## config.mk

```make
export PLATFORM = sky130hd
export DESIGN_NAME = cv32e40p_wide_reg_bridge
export DESIGN_NICKNAME = d
export VERILOG_FILES = /design/src/rtl/cv32e40p_wide_reg_bridge.sv
export SDC_FILE = /design/constraint.sdc
export NUM_CORES = 2
export LEC_CHECK = 0
export BUFFER_PORTS_ARGS = -buffer_cell sky130_fd_sc_hd__clkbuf_2
export CAP_MARGIN = 30
export CORE_AREA = 2 2 738 740
export CTS_BUF_LIST = sky130_fd_sc_hd__clkbuf_8
export CTS_CLUSTER_DIAMETER = 60
export DETAILED_ROUTE_END_ITERATION = 10
export DIE_AREA = 0 0 740 742
export SYNTH_ARGS = -nofsm -noshare
export SYNTH_HDL_FRONTEND = slang
export SYNTH_SLANG_ARGS = --single-unit
```

## constraint.sdc

```tcl
create_clock -name clk_i -period 8.34 [get_ports clk_i]
set_clock_uncertainty 0.2 [all_clocks]
set_input_delay 1.251 -clock clk_i [delete_from_list [all_inputs] [get_ports clk_i]]
set_output_delay 1.251 -clock clk_i [all_outputs]
set_load 0.01 [all_outputs]
```

## src/rtl/cv32e40p_wide_reg_bridge.sv

```systemverilog
// cv32e40p_wide_reg_bridge: serialises 512-bit register-port reads/writes into MEM_DW beats
// on a req/gnt/rvalid port and forwards descriptor writes to a valid/ready queue.
module cv32e40p_wide_reg_bridge #(
  parameter int MEM_DW  = 128,
  parameter int MAX_OUT = 4
) (
  input  logic              clk_i,
  input  logic              rst_ni,
  input  logic              reg_rd_i,
  input  logic [31:0]       reg_raddr_i,
  output logic [511:0]      reg_rdata_o,
  output logic              reg_rvalid_o,
  input  logic              reg_wr_i,
  input  logic              reg_wr_desp_i,
  input  logic [31:0]       reg_waddr_i,
  input  logic [511:0]      reg_wdata_i,
  output logic              reg_rvalid_desp_o,
  output logic              mem_req_o,
  input  logic              mem_gnt_i,
  output logic              mem_we_o,
  output logic [31:0]       mem_addr_o,
  output logic [MEM_DW-1:0] mem_wdata_o,
  input  logic              mem_rvalid_i,
  input  logic [MEM_DW-1:0] mem_rdata_i,
  output logic              desp_valid_o,
  input  logic              desp_ready_i,
  output logic [511:0]      desp_data_o,
  output logic              busy_o,
  output logic              err_o
);
  localparam int BEATS = 512 / MEM_DW;
  localparam int CW    = $clog2(BEATS + 1);
  localparam int IW    = (BEATS > 1) ? $clog2(BEATS) : 1;
  localparam logic [31:0] BSTEP = 32'(MEM_DW / 8);

  typedef enum logic [2:0] {IDLE, WR, DESP, RD_REQ, RD_DRAIN} state_e;

  state_e                       state_q, state_d;
  logic [CW-1:0]                cnt_q, cnt_d, rcv_q, rcv_d, out_w;
  logic [31:0]                  waddr_q, waddr_d, raddr_q, raddr_d, addr_off;
  logic [BEATS-1:0][MEM_DW-1:0] wdata_q, wdata_d, buf_q, buf_d;
  logic [511:0]                 rdata_q, rdata_d;
  logic                         rd_pend_q, rd_pend_d, rvalid_q, rvalid_d;
  logic                         dack_q, dack_d, err_q, err_d;
  logic                         busy, wr_go, desp_go, rd_go, drop, rd_active, rd_issue;
  logic                         rv_ok, gnt_fire, beat_last, rcv_last;

  // Write/descriptor wins a same-cycle collision; the read waits in rd_pend_q.
  always_comb begin
    busy      = (state_q != IDLE) || rd_pend_q;
    wr_go     = !busy && reg_wr_i;
    desp_go   = !busy && reg_wr_desp_i && !reg_wr_i;
    rd_go     = !busy && reg_rd_i;
    drop      = busy ? (reg_wr_i || reg_wr_desp_i || reg_rd_i) : (reg_wr_i && reg_wr_desp_i);
    out_w     = cnt_q - rcv_q;
    rd_active = (state_q == RD_REQ) || (state_q == RD_DRAIN);
    rd_issue  = (state_q == RD_REQ) && (cnt_q < CW'(BEATS)) && (out_w < CW'(MAX_OUT));
    rv_ok     = mem_rvalid_i && rd_active && (out_w != '0);
    gnt_fire  = mem_gnt_i && ((state_q == WR) || rd_issue);
    beat_last = cnt_q == CW'(BEATS - 1);
    rcv_last  = rv_ok && (rcv_q == CW'(BEATS - 1));
    addr_off  = 32'(cnt_q) * BSTEP;
  end

  always_ff @(posedge clk_i or negedge rst_ni) begin
    if (!rst_ni) state_q <= IDLE;
    else         state_q <= state_d;
  end

  always_comb begin
    state_d = state_q;
    case (state_q)
      IDLE:     state_d = wr_go ? WR : desp_go ? DESP : rd_go ? RD_REQ : IDLE;
      WR:       if (gnt_fire && beat_last) state_d = rd_pend_q ? RD_REQ : IDLE;
      DESP:     if (desp_ready_i) state_d = rd_pend_q ? RD_REQ : IDLE;
      RD_REQ:   if (gnt_fire && beat_last) state_d = RD_DRAIN;
      RD_DRAIN: if (rcv_last) state_d = IDLE;
      default:  state_d = IDLE;
    endcase
  end

  // Responses are in order, so the receive count doubles as the slot index.
  always_comb begin
    cnt_d     = rcv_last ? '0 : gnt_fire ? (((state_q == WR) && beat_last) ? '0 : cnt_q + CW'(1)) : cnt_q;
    rcv_d     = rcv_last ? '0 : rv_ok ? rcv_q + CW'(1) : rcv_q;
    rd_pend_d = ((state_d == RD_REQ) && (state_q != RD_REQ)) ? 1'b0 : rd_pend_q || ((wr_go || desp_go) && reg_rd_i);
    raddr_d   = rd_go ? (reg_raddr_i & ~32'h3f) : raddr_q;
    waddr_d   = wr_go ? (reg_waddr_i & ~32'h3f) : waddr_q;
    wdata_d   = (wr_go || desp_go) ? reg_wdata_i : wdata_q;
    buf_d     = buf_q;
    if (rv_ok) buf_d[rcv_q[IW-1:0]] = mem_rdata_i;
    rdata_d   = rcv_last ? buf_d : rdata_q;
    rvalid_d  = rcv_last;
    dack_d    = (state_q == DESP) && desp_ready_i;
    err_d     = err_q || drop || (mem_rvalid_i && !rv_ok);
  end

  always_ff @(posedge clk_i or negedge rst_ni) begin
    if (!rst_ni) begin
      cnt_q     <= '0;
      rcv_q     <= '0;
      rd_pend_q <= 1'b0;
      raddr_q   <= '0;
      waddr_q   <= '0;
      wdata_q   <= '0;
      buf_q     <= '0;
      rdata_q   <= '0;
      rvalid_q  <= 1'b0;
      dack_q    <= 1'b0;
      err_q     <= 1'b0;
    end else begin
      cnt_q     <= cnt_d;
      rcv_q     <= rcv_d;
      rd_pend_q <= rd_pend_d;
      raddr_q   <= raddr_d;
      waddr_q   <= waddr_d;
      wdata_q   <= wdata_d;
      buf_q     <= buf_d;
      rdata_q   <= rdata_d;
      rvalid_q  <= rvalid_d;
      dack_q    <= dack_d;
      err_q     <= err_d;
    end
  end

  always_comb begin
    mem_req_o         = (state_q == WR) || rd_issue;
    mem_we_o          = state_q == WR;
    mem_addr_o        = (state_q == WR) ? waddr_q + addr_off : (state_q == RD_REQ) ? raddr_q + addr_off : '0;
    mem_wdata_o       = (state_q == WR) ? wdata_q[cnt_q[IW-1:0]] : '0;
    desp_valid_o      = state_q == DESP;
    desp_data_o       = wdata_q;
    reg_rdata_o       = rdata_q;
    reg_rvalid_o      = rvalid_q;
    reg_rvalid_desp_o = dack_q;
    busy_o            = busy;
    err_o             = err_q;
  end
endmodule
```

==> results.toml <==
[outcome]
outcome = "finished, final reports clean"

[yosys]
ys_async_sr_fraction_pct = 100
synth_top_area_cell = "dfrtp_1"
synth.distinct_cells = 53
synth_flop_cell = "dfrtp_1"
synth.area.top_cells = "dfrtp_1 (58%), mux2_1 (10%), mux2_2 (8.8%)"
synth_cells = 4542
synth_warnings = 0
synth_top_area_share_pct = 58.1
syn-cell-area_um2 = 63500
ys_seq_elements = 1473
syn_area_per_cell_um2 = 14.0
synth_edf_count = 0
synth_seq_area_share_pct = 58.1

[timing]
setup_violations = 0
tns_ns = 0
timing.fmax_ghz = 0.168
relSlewSlack_pct = 21.5
drv_slew = 0
fin_crit_sh_pct = 71.5
finalWorstSetupSlack_ns = 2.38
hold_slack_ns = 0.164
finalHoldViolCount = 0
rsz0062_at_grt = "false"
period_minus_slack_ns = 5.96
worst_pin_slew_ns = 1.18

[clock_network]
path_clk_slew_ns = 0.06
cts.sinks = 1473
htreeDepth = 5
clockBufferDepth = 4
worstSkewPairLatency_ns = 1.09
numCtsBuffers = 308
cts-root-buf = "clkbuf_8"
cts_tree = "done"

[detailed_routing]
drc = 0
vias = 50100
drt_iter0_drc = 4177
ant_nets = 0
routed_wirelength_mm = 489
wl_per_cell_um = 34.1
vias_per_cell = 3.50
drtPass1Iterations = 5

[global_route]
grt_usage_pct = 17.1
grt.overflow.total = 0
grt_pass1_vias = 48400
grt_pass1_wl_mm = 599
grt_max_degree = 202
antenna_found_initial = 374

[power]
p_sw_share_pct = 45.5
power_density_nw_per_um2 = 431
combinationalPowerShare_pct = 41.6
netSwitchingPower_mw = 17.6
p_clk_share_pct = 22.0
finalPower_mw = 38.7
leakage_nw = 40.9
vdd.ir_drop.worst_mv = 0.239
seqPwrFrac_pct = 36.3
cell_internal_pwr_mw = 21.1

[hold_path]
min_from = "reg_wdata_i[71]"
hold_class = "in -> reg"

[setup_path]
startpoint_type = "flop"
cpMostUsedCell = "buf_4"
rr_startpoint = "cnt_q[0]"
worstPathRequired_ns = 6.89
crit_chain = "buf_4, buf_4, mux4_2, and3_1, clkbuf_2"
critPathLaunch = "cnt_q[1]"
crit_fanout = 41
crit_slowest_cell = "dfrtp_4"
end_kind = "output port"
crit_type = "reg -> out"
worstPathArrival_ns = 4.51
slowest_delay_ns = 0.79

[cells_and_area]
multi_input_area_um2 = 24800
fill_cells = 60400
utilization_pct = 16.6
drive_above_1_share_pct = 44.5
ff_latch_area_um2 = 36900
nets = 7364
area_growth_pct = 41.4

[floorplanning]
die_h_um = 742
dieArea_um2 = 549000
die_x_um = 740
ios = 1903
core_area_um2 = 542000
row_count = 271
start_util_pct = 11.7

[place]
place.gp.congestion = 1.12
hpwlAfterDp_mm = 416
portBuffers = 1886
place_ws_ns = 3.31

[run]
max_cap_violations = 0
[sequential cells by signal (all words and copies together) (netlist names)]
name               count
reg_rvalid_o           1
desp_data_o          512
rd_pend_q              1
err_o                  1
reg_rvalid_desp_o      1
raddr_q               26
waddr_q               26
state_q                3
buf_q                384
rcv_q                  3
reg_rdata_o          512
cnt_q                  3
[logic make-up (layout without fill, tap and decap cells)]
family	count (synthesis)	in the layout	share of synthesized area (%)
compound gates	431	431	3.54
fa+ha+maj	11	11	0.217
simple gates	651	651	4.72
mux	1591	1591	29.7
xor+xnor	49	49	0.700
buf+inv	335	2661	3.01
other cells	1	246	0.00591
flops	1473	1473	58.1
[cells in the mapped netlist, drive strengths merged, types with 4 or more instances]
cell type and n:
and3 136, xor2 19, inv 17, nor2 28, dfrtp 1473, ha 11
o22ai 17, and4 5, nand2b 4, nand2 409, buf 185, a21oi 8
nor4 6, nand4 12, xnor2 30, mux2i 387, mux4 128, mux2 1076
a211oi 7, nor3 14, nand3 20, clkbuf 133, o21ai 388
[critical path: cells and delay by family, from the launching register on]
family / cells / cell delay [ns]
mux: 1 / 0.43
simple gates: 1 / 0.17
buf+inv: 3 / 1.78
flops: 1 / 0.79
[cell usage in the layout, fill, tap and decap left out, types with 152 or more instances in the layout]
| master | Yosys | layout |
|---|---|---|
| dfrtp_1 | 1473 | 1471 |
| clkbuf_2 | 0 | 1885 |
| clkbuf_8 | 0 | 373 |
| nand2_1 | 406 | 406 |
| diode_2 | 0 | 242 |
| mux2_1 | 578 | 578 |
| mux2i_1 | 387 | 387 |
| mux2_2 | 498 | 498 |
| o21ai_0 | 388 | 388 |
| dlygate4sd3_1 | 0 | 152 |
[layout make-up]
cell class / instances / area share [%]
Inverter: 17 / 0.0767
Sequential cell: 1473 / 41.1
Clock inverter: 167 / 1.65
Tap cell: 7234 / 10.1
Clock buffer: 373 / 5.72
Multi-Input combinational cell: 2737 / 27.6
Timing Repair Buffer: 2104 / 13.1
Antenna cell: 242 / 0.675
[what timing repair did]
| item | in CTS | in global routing |
|---|---|---|
| hold buffers | 152 | 0 |
| hold endpoints to repair | 222 | 0 |
| endpoints found under the setup margin | 0 | 0 |
| setup buffers | 0 | 0 |
| resized for setup | 0 | 0 |
[through the flow]
step	area (um^2)	instances
after floorplan	63500	4545
after global placement	81000	13400
after detailed placement	81000	13400
after CTS	89200	14100
after global routing	89400	14200
final	89800	14300
[metal layers]
layer	GRT usage (%)	wire length (um)	up-vias
met2	24.4	200000	2532
met3	9.56	66200	818
met1	21.0	199000	25800
met5	0	887	-
li1	-	-	20800
met4	7.26	22900	136
[path summary, 6_finish.rpt]
path	slack, ns	endpoint	cells past startpoint
hold / removal	0.16	desp_data_o[71]	2
max in group asynchronous	5.44	reg_rdata_o[334]	4
hold reg to reg	0.27	reg_rdata_o[354]	2
min in group asynchronous	0.53	desp_data_o[456]	2
setup / recovery	2.38	mem_wdata_o[102]	5
setup reg to reg	3.38	buf_q[171]	9
[power by group through the flow]
stage	clock network, mW	logic [mW]	registers, mW
detailed placement	0	16.2	14.2
global route	9.09	17.0	14.3
floorplan	0	6.87	12.8
CTS	8.81	16.3	14.1
global placement	0	16.2	14.1
finish	8.52	16.1	14.0
Note: power is estimated with default switching activity, not from simulation.
